==> config.mk <==
export PLATFORM = sky130hd
export DESIGN_NAME = cccp_preprocess
export DESIGN_NICKNAME = d
export VERILOG_FILES = /design/src/rtl/cccp_preprocess_pkg.sv /design/src/rtl/cccp_preprocess.sv
export SDC_FILE = /design/constraint.sdc
export NUM_CORES = 1
export LEC_CHECK = 0
export ABC_AREA = 1
export CAP_MARGIN = 20
export CORE_MARGIN = 2
export CORE_UTILIZATION = 41
export DETAILED_ROUTE_END_ITERATION = 8
export GPL_ROUTABILITY_DRIVEN = 0
export PLACE_DENSITY = 0.77
export SKIP_LAST_GASP = 1
export SLEW_MARGIN = 0
export SYNTH_ARGS = -nofsm -noshare
export SYNTH_HDL_FRONTEND = slang
export SYNTH_SLANG_ARGS = --single-unit
==> constraint.sdc <==
create_clock -name clk -period 4.4 [get_ports clk]
set_input_delay 0.44 -clock clk [delete_from_list [all_inputs] [get_ports clk]]
set_output_delay 0.44 -clock clk [all_outputs]
set_load 0.02 [all_outputs]
==> src/rtl/cccp_preprocess_pkg.sv <==
// Shared CCDN constants: the CCCP EtherType and the field positions of the
// CCCP name / version words inside a 64-bit packet word.
package cccp_preprocess_pkg;

   localparam logic [15:0] CCDN_CCCP_ETHERTYPE = 16'h88B6;
   localparam int          CCDN_FIELD_W        = 16;

   // EtherType sits in the second Ethernet word
   localparam int CCDN_ETYPE_LSB   = 16;
   // name[31:16] follows the EtherType in the same word
   localparam int CCDN_NAME_HI_LSB = 0;
   // name[15:0] and version number open the third word
   localparam int CCDN_NAME_LO_LSB = 48;
   localparam int CCDN_NAME_VN_LSB = 32;

   // Pull the EtherType field out of a packet word
   function automatic logic [CCDN_FIELD_W-1:0] ccdn_etype(input logic [63:0] w);
      return w[CCDN_ETYPE_LSB +: CCDN_FIELD_W];
   endfunction

endpackage

==> src/rtl/cccp_preprocess.sv <==
// CCCP pre-processor: passes the packet stream through with one cycle of
// latency and flags the words carrying the CCCP name / version fields,
// keeping per-class packet counters.
module cccp_preprocess
   import cccp_preprocess_pkg::*;
#(
   parameter int          DATA_WIDTH     = 64,
   parameter int          CTRL_WIDTH     = DATA_WIDTH / 8,
   parameter logic [15:0] CCCP_ETHERTYPE = CCDN_CCCP_ETHERTYPE
) (
   input  logic                  clk,
   input  logic                  reset,
   input  logic [DATA_WIDTH-1:0] in_data,
   input  logic [CTRL_WIDTH-1:0] in_ctrl,
   input  logic                  in_wr,
   output logic                  in_rdy,
   output logic [DATA_WIDTH-1:0] out_data,
   output logic [CTRL_WIDTH-1:0] out_ctrl,
   output logic                  out_wr,
   input  logic                  out_rdy,
   output logic                  word_CCCP_NAME_HI,
   output logic                  word_CCCP_NAME_LO,
   output logic                  word_CCCP_NAME_VN,
   output logic                  is_cccp,
   output logic [31:0]           cccp_pkt_cnt,
   output logic [31:0]           other_pkt_cnt
);

   // Parser states; WORD1 is kept for encoding compatibility but never entered
   typedef enum logic [2:0] {
      ST_MOD_HDRS = 3'd0,
      ST_WORD1    = 3'd1,
      ST_WORD2    = 3'd2,
      ST_WORD3    = 3'd3,
      ST_PAYLOAD  = 3'd4
   } state_t;

   state_t                  state_q, state_d;
   logic [DATA_WIDTH-1:0]   out_data_q;
   logic [CTRL_WIDTH-1:0]   out_ctrl_q;
   logic                    out_wr_q;
   logic                    name_hi_q, name_hi_d;
   logic                    name_lo_q, name_lo_d;
   logic                    is_cccp_q, is_cccp_d;
   logic [31:0]             cccp_cnt_q, cccp_cnt_d;
   logic [31:0]             other_cnt_q, other_cnt_d;

   logic accept;
   logic is_ctrl;
   logic eop;

   assign in_rdy  = out_rdy;
   assign accept  = in_wr && out_rdy;
   assign is_ctrl = |in_ctrl;

   // Next-state, strobe and counter decode; everything advances only on accepted words
   always_comb begin
      state_d     = state_q;
      name_hi_d   = 1'b0;
      name_lo_d   = 1'b0;
      is_cccp_d   = is_cccp_q;
      cccp_cnt_d  = cccp_cnt_q;
      other_cnt_d = other_cnt_q;
      eop         = 1'b0;
      if (accept) begin
         case (state_q)
            ST_MOD_HDRS: if (!is_ctrl) state_d = ST_WORD2;
            // WORD1 falls through to WORD2 handling
            ST_WORD1, ST_WORD2: begin
               if (is_ctrl) begin
                  eop     = 1'b1;
                  state_d = ST_MOD_HDRS;
               end else begin
                  state_d = ST_WORD3;
                  if (ccdn_etype(64'(in_data)) == CCCP_ETHERTYPE) begin
                     name_hi_d = 1'b1;
                     is_cccp_d = 1'b1;
                  end
               end
            end
            ST_WORD3: begin
               if (is_ctrl) begin
                  eop     = 1'b1;
                  state_d = ST_MOD_HDRS;
               end else begin
                  state_d   = ST_PAYLOAD;
                  name_lo_d = is_cccp_q;
               end
            end
            ST_PAYLOAD: begin
               if (is_ctrl) begin
                  eop     = 1'b1;
                  state_d = ST_MOD_HDRS;
               end
            end
            default: state_d = ST_MOD_HDRS;
         endcase
      end
      // Runt or normal EOP: close the packet and bill it to its class
      if (eop) begin
         is_cccp_d = 1'b0;
         if (is_cccp_q) cccp_cnt_d  = cccp_cnt_q + 32'd1;
         else           other_cnt_d = other_cnt_q + 32'd1;
      end
   end

   // Pipeline register, FSM and counters
   always_ff @(posedge clk or posedge reset) begin
      if (reset) begin
         state_q     <= ST_MOD_HDRS;
         out_data_q  <= '0;
         out_ctrl_q  <= '0;
         out_wr_q    <= 1'b0;
         name_hi_q   <= 1'b0;
         name_lo_q   <= 1'b0;
         is_cccp_q   <= 1'b0;
         cccp_cnt_q  <= '0;
         other_cnt_q <= '0;
      end else begin
         state_q     <= state_d;
         out_data_q  <= in_data;
         out_ctrl_q  <= in_ctrl;
         out_wr_q    <= accept;
         name_hi_q   <= name_hi_d;
         name_lo_q   <= name_lo_d;
         is_cccp_q   <= is_cccp_d;
         cccp_cnt_q  <= cccp_cnt_d;
         other_cnt_q <= other_cnt_d;
      end
   end

   assign out_data          = out_data_q;
   assign out_ctrl          = out_ctrl_q;
   assign out_wr            = out_wr_q;
   assign word_CCCP_NAME_HI = name_hi_q;
   assign word_CCCP_NAME_LO = name_lo_q;
   assign word_CCCP_NAME_VN = name_lo_q;
   assign is_cccp           = is_cccp_q;
   assign cccp_pkt_cnt      = cccp_cnt_q;
   assign other_pkt_cnt     = other_cnt_q;

endmodule
Word level (Yosys, flattened, before mapping)
Cells that the tools add are included.

storage, ports and cells
  flip-flop bits (word level) = 143
  input port bits = 76
  output and inout port bits = 142

operators by class
  add/subtract/negate cells = 2
  mux-type cells = 20
  reductions and logical operators = 12
  equal/unequal tests = 8
  bitwise logic cells = 1

operator list
  cell                                                    count
  adder 32 x 1 -> 32 bit (second input constant)          2
  == test 16 bit (second input constant)                  1
  two-way mux 1 bit                                       15
  case mux 3 bit (4 select lines)                         1
  two-way mux 3 bit                                       3
  OR reduction 8 bit                                      1
  == test 3 x 2 -> 1 bit (second input constant)          2
  nonzero test 2 bit                                      3
  inequality test 2 bit (second input constant)           2
  AND reduction 2 bit                                     2
  AND reduction 4 bit                                     1
  OR reduction 4 bit                                      1
  == test 3 x 1 -> 1 bit (second input constant)          1
  == test 3 bit (second input constant)                   1
  zero test 3 bit                                         1
  AND reduction 3 bit                                     1
  two-way mux 2 bit                                       1
  inequality test 2 x 1 -> 1 bit (second input constant)  1
  OR reduction 2 bit                                      1
  logical AND 1 bit                                       1
  NOT 1 bit                                               1

Depth between registers and ports, before layout
  depth in word-level cells = 6
  gate-level depth with buffers = 10
  mapped depth without buffers = 10

Worst setup path before layout
Ideal clock, no wire load.

  path type = register to register
  from = register other_cnt_q[0] (netlist: other_pkt_cnt[0])
  to = register other_cnt_q[30] (netlist: other_pkt_cnt[30])
  clock period less this slack = 1.623 ns
  library setup time = 0.117 ns
  stages on the path, launching flop included = 11
  slack = 2.777 ns
  data arrival time = 1.506 ns
  data required time = 4.283 ns
  cell sequence = dfrtp_1 -> ha_1 -> inv_1 -> nor2_1 -> nand2_1 -> nor2_1 -> nand2_1 -> nand2_1 -> nand2_1 -> nand2_1 -> nand2_1

between the ends
  word-level cells in the longest chain between the ends = 1

RTL lines
  item                    RTL line                RTL
  start, declared         cccp_preprocess.sv:46   logic [31:0] other_cnt_q, other_cnt_d;
  start signal, assigned  cccp_preprocess.sv:128  other_cnt_q <= other_cnt_d;
  adder 32 x 1 -> 32 bit  cccp_preprocess.sv:103  else other_cnt_d = other_cnt_q + 32'd1;

No other way between the ends.
A chain may end at the register's enable or synchronous reset.

Worst setup path in the final report
  from = input out_rdy
  to = register cccp_cnt_q[8] (netlist: cccp_pkt_cnt[8])

between the ends
  word-level cells in the longest chain between the ends = 3

RTL lines
  item                                  RTL line                RTL
  start, declared                       cccp_preprocess.sv:20   input logic out_rdy,
  logical AND 1 bit                     cccp_preprocess.sv:53   assign accept = in_wr && out_rdy;
  via accept                            cccp_preprocess.sv:48   logic accept;
  two-way mux 1 bit                     cccp_preprocess.sv:65   if (accept) begin
  AND reduction 2 bit (no source line)  n/a
  end signal, assigned                  cccp_preprocess.sv:127  cccp_cnt_q <= cccp_cnt_d;
  end, declared                         cccp_preprocess.sv:45   logic [31:0] cccp_cnt_q, cccp_cnt_d;

The timed path passes the listed nets, and every way through them passes these cells.

==> report_table.html <==
<table>
<tr><th>Metric</th><th>Value</th></tr>
<tr><th colspan="2">Outcome</th></tr>
<tr><td>Run status</td><td>complete, no violations</td></tr>
<tr><th colspan="2">Synth</th></tr>
<tr><td>Post-synth net total</td><td>around 840</td></tr>
<tr><td>Sequential element share of the synthesized area</td><td>a little under three fifths</td></tr>
<tr><td>Synthesized flop and latch total</td><td>between 100 and 150</td></tr>
<tr><td>Gate count after technology mapping</td><td>roughly 770</td></tr>
<tr><td>Post-synthesis average cell area</td><td>between 8 and 9 µm²</td></tr>
<tr><td>Post-synth top flop</td><td>sky130_fd_sc_hd__dfrtp_1</td></tr>
<tr><td>Number of enable-type register cells in the synthesized netlist</td><td>0</td></tr>
<tr><td>Number of different library cells in the post-synthesis netlist</td><td>27</td></tr>
<tr><td>Yosys synthesis warning count</td><td>0</td></tr>
<tr><td>Async set-reset flop share out of synthesis</td><td>100%</td></tr>
<tr><td>Synth Cell Area</td><td>6290 µm²</td></tr>
<tr><th colspan="2">Setup path</th></tr>
<tr><td>Startpoint class of the critical path</td><td>input pin</td></tr>
<tr><td>Crit Path Class</td><td>in -&gt; reg</td></tr>
<tr><td>Data arrival, critical path</td><td>2500 ps</td></tr>
<tr><td>Maximum net fanout on the critical path</td><td>30</td></tr>
<tr><td>Endpoint required time on the critical path</td><td>between 4000 and 5000 ps</td></tr>
<tr><td>Critical Path Sink Type</td><td>flip-flop</td></tr>
<tr><th colspan="2">Floorplanning</th></tr>
<tr><td>Die X-Extent</td><td>128 µm</td></tr>
<tr><td>Area of the die</td><td>approximately 16000 µm²</td></tr>
<tr><td>Number of placed I/O pins</td><td>approximately 220</td></tr>
<tr><td>Area of the placeable core</td><td>15100 µm²</td></tr>
<tr><td>Floorplan row count</td><td>45</td></tr>
<tr><td>Die height</td><td>~130 µm</td></tr>
<tr><td>Initial Util</td><td>about two fifths</td></tr>
<tr><th colspan="2">Clock tree</th></tr>
<tr><td>Setup repair bufs after CTS</td><td>0</td></tr>
<tr><td>Clock slew at reported path FFs</td><td>approximately 60 ps</td></tr>
<tr><td>Number of buffers inserted during clock tree synthesis</td><td>17</td></tr>
<tr><td>Number of sinks driven by the clock tree</td><td>roughly 140</td></tr>
<tr><td>Post-CTS resize count</td><td>0</td></tr>
<tr><td>Library cell used as clock root buffer</td><td>sky130_fd_sc_hd__clkbuf_16</td></tr>
<tr><td>Clock tree from TritonCTS</td><td>built</td></tr>
<tr><td>H-tree levels</td><td>4</td></tr>
<tr><td>Worst-Skew Late Latency</td><td>420 ps</td></tr>
<tr><td>Hold-fix buffer count after cts</td><td>0</td></tr>
<tr><td>Max Buffers Root-to-Sink</td><td>2</td></tr>
<tr><th colspan="2">Layout</th></tr>
<tr><td>FILL cells</td><td>approximately 1300</td></tr>
<tr><td>Antenna diodes</td><td>0</td></tr>
<tr><td>Post-route standard cell area excluding fillers</td><td>between 9000 and 10000 µm²</td></tr>
<tr><td>Final Net Count</td><td>1071</td></tr>
<tr><td>Signed area change from the synthesized netlist to the final layout</td><td>47.3%</td></tr>
<tr><td>Share of cells above drive strength 1</td><td>4.97%</td></tr>
<tr><th colspan="2">Timing</th></tr>
<tr><td>Final setup violating endpoints</td><td>0</td></tr>
<tr><td>Fraction of the cycle the final worst path needs</td><td>between 50% and 60%</td></tr>
<tr><td>Final min period</td><td>approximately 2200 ps</td></tr>
<tr><td>Rel. slew slack</td><td>33.7%</td></tr>
<tr><td>Max frequency</td><td>approximately 450 MHz</td></tr>
<tr><td>Unrepaired setup endpoints after global routing</td><td>no</td></tr>
<tr><td>Worst slew pin tran</td><td>slightly below 1000 ps</td></tr>
<tr><td>Count of endpoints failing hold in the final timing report</td><td>0</td></tr>
<tr><td>Max-slew violations</td><td>0</td></tr>
<tr><td>Sum of negative setup slack</td><td>0 ps</td></tr>
<tr><td>Setup clock skew after layout</td><td>roughly 6.7 ps</td></tr>
<tr><th colspan="2">Drt</th></tr>
<tr><td>Via count</td><td>roughly 5600</td></tr>
<tr><td>Number of detailed-routing iterations run before antenna repair</td><td>5</td></tr>
<tr><td>Wirelength per Cell</td><td>13.6 µm</td></tr>
<tr><td>Total wirelength of the detailed-routed design</td><td>16200 µm</td></tr>
<tr><td>Antenna Violating Nets Remaining</td><td>0</td></tr>
<tr><td>Per-cell via count in the routed design</td><td>4.71</td></tr>
<tr><td>Remaining routing DRC violations</td><td>0</td></tr>
<tr><td>DRC violation total after the first TritonRoute iteration</td><td>around 340</td></tr>
<tr><th colspan="2">Power and ir drop</th></tr>
<tr><td>PwrDens</td><td>338 nW/µm²</td></tr>
<tr><td>Leakage Power</td><td>approximately 0.004 µW</td></tr>
<tr><td>Worst IR drop on VDD</td><td>~0.23 mV</td></tr>
<tr><th colspan="2">Global routing</th></tr>
<tr><td>Number of global-route vias before repair</td><td>between 5000 and 6000</td></tr>
<tr><td>GR Util All Layers</td><td>between 20% and 30%</td></tr>
<tr><td>Total grt overflow</td><td>0</td></tr>
<tr><td>Number of antenna violations at the first check in global routing</td><td>0</td></tr>
<tr><td>Pin count of the biggest net entering global routing</td><td>~90</td></tr>
<tr><td>Global-route wire length before repair</td><td>between 20000 and 30000 µm</td></tr>
<tr><th colspan="2">Placement</th></tr>
<tr><td>HPWL reported at the end of detailed placement</td><td>12100 µm</td></tr>
<tr><td>Quantity of I/O buffers inserted on ports</td><td>217</td></tr>
<tr><td>Standard cell area after detailed placement</td><td>roughly 8600 µm²</td></tr>
<tr><th colspan="2">Min path</th></tr>
<tr><td>Path category of the worst min-delay check</td><td>in -&gt; reg</td></tr>
<tr><th colspan="2">Run</th></tr>
<tr><td>Number of max-cap violations</td><td>0</td></tr>
</table>
==> flip-flops by register name, summed over array words and instances, names as in the netlist <==
name               cells
out_wr                 1
word_CCCP_NAME_LO      1
out_data              64
word_CCCP_NAME_HI      1
cccp_pkt_cnt          32
state_q                3
is_cccp                1
out_ctrl               8
other_pkt_cnt         32
==> cells in the mapped netlist, types with 3 or more instances <==
cell type	number	area, µm²
sky130_fd_sc_hd__nor3_1	8	40.0
sky130_fd_sc_hd__buf_2	7	35.0
sky130_fd_sc_hd__inv_1	51	191
sky130_fd_sc_hd__nand2_1	337	1260
sky130_fd_sc_hd__o21ai_1	18	90.1
sky130_fd_sc_hd__nor2_2	3	18.8
sky130_fd_sc_hd__inv_2	4	15.0
sky130_fd_sc_hd__buf_6	3	33.8
sky130_fd_sc_hd__nand3b_1	27	203
sky130_fd_sc_hd__buf_4	3	22.5
sky130_fd_sc_hd__nand3_1	23	115
sky130_fd_sc_hd__xor2_1	12	105
sky130_fd_sc_hd__dfrtp_1	143	3580
sky130_fd_sc_hd__nor2_1	110	413
==> placed cells by master, fill, tap and decap left out, types with 2 or more instances in the layout <==
cell type	count
sky130_fd_sc_hd__nand3_1	23
sky130_fd_sc_hd__nor2_1	110
sky130_fd_sc_hd__clkinvlp_4	2
sky130_fd_sc_hd__bufinv_16	2
sky130_fd_sc_hd__clkdlybuf4s50_1	217
sky130_fd_sc_hd__clkbuf_16	17
sky130_fd_sc_hd__nor3_1	8
sky130_fd_sc_hd__xor2_1	12
sky130_fd_sc_hd__buf_4	3
sky130_fd_sc_hd__nand2_2	2
sky130_fd_sc_hd__ha_1	2
sky130_fd_sc_hd__inv_1	50
sky130_fd_sc_hd__nor2_2	3
sky130_fd_sc_hd__nand3b_1	27
sky130_fd_sc_hd__inv_2	4
sky130_fd_sc_hd__dfrtp_1	143
sky130_fd_sc_hd__o21ai_1	18
sky130_fd_sc_hd__nor3_4	2
sky130_fd_sc_hd__xnor2_1	2
sky130_fd_sc_hd__clkbuf_8	2
sky130_fd_sc_hd__inv_6	7
sky130_fd_sc_hd__nand2_1	337
==> logic make-up (layout without fill, tap and decap cells) <==
kind of cell	Yosys count	in the layout	share of synthesized area, %
AO/OA/AOI/OAI	21	21	1.73
XOR/XNOR	14	14	1.95
adder cells (fa/ha/maj)	2	2	0.398
buffers and inverters	68	308	4.74
flip-flops	143	143	56.9
AND/OR/NAND/NOR	518	518	34.3
==> worst max-delay path, cell delays in order <==
cell	delay, ps
sky130_fd_sc_hd__clkdlybuf4s50_1	480
sky130_fd_sc_hd__nand2_1	90
sky130_fd_sc_hd__inv_1	170
sky130_fd_sc_hd__nand3_4	130
sky130_fd_sc_hd__nor2_2	160
sky130_fd_sc_hd__nand2_1	600
sky130_fd_sc_hd__o21ai_1	350
sky130_fd_sc_hd__nand2_1	80
==> area by class of cell <==
type | count | area [µm²] | share of cell area, %
Clock inverter | 12 | 148 | 1.59
Timing Repair Buffer | 221 | 2220 | 24.0
Tap cell | 188 | 235 | 2.54
Clock buffer | 20 | 457 | 4.93
Multi-Input combinational cell | 555 | 2410 | 26.0
Inverter | 55 | 211 | 2.28
Sequential cell | 143 | 3580 | 38.6
==> power by group <==
part | switching [µW] | internal (µW)
Combinational | 143 | 145
Sequential | 21.8 | 1360
Clock | 580 | 881
Total | 744 | 2380
==> layer usage <==
metal,GRT usage (%),up-vias,routed length [µm]
met5,0,-,0
met4,6.46,0,165
met3,6.34,17,1270
met2,34.7,213,7870
met1,25.3,2573,6890
li1,-,2820,-
==> metrics by stage <==
| stage | hold WS (ps) | setup WS, ps | cells | utilization [%] | power (µW) |
|---|---|---|---|---|---|
| final | 455 | 2190 | 1194 | 61.4 | 3130 |
| after global routing | 437 | 1980 | 1194 | 61.4 | 3250 |
| after CTS | 438 | 2220 | 1193 | 61.2 | 3170 |
| after detailed placement | 529 | 1780 | 1161 | 57.2 | 1700 |
| after global placement | 514 | 1850 | 1161 | 57.2 | 1690 |
| after floorplan | 471 | 122 | 766 | - | 1510 |
==> path summary, 6_finish.rpt <==
kind / start / endpoint / slack (ps) / cells past startpoint
worst max-delay path: out_rdy / cccp_pkt_cnt[8] / 2190 / 8
worst min-delay path: in_data[3] / out_data[3] / 460 / 1
worst max register to register: state_q[0] / cccp_pkt_cnt[8] / 2320 / 8
worst min register to register: state_q[0] / state_q[0] / 540 / 2
max in group asynchronous: reset / other_pkt_cnt[12] / 2920 / 3
min in group asynchronous: reset / out_data[47] / 560 / 2
Note: power is estimated with default switching activity, not from simulation.
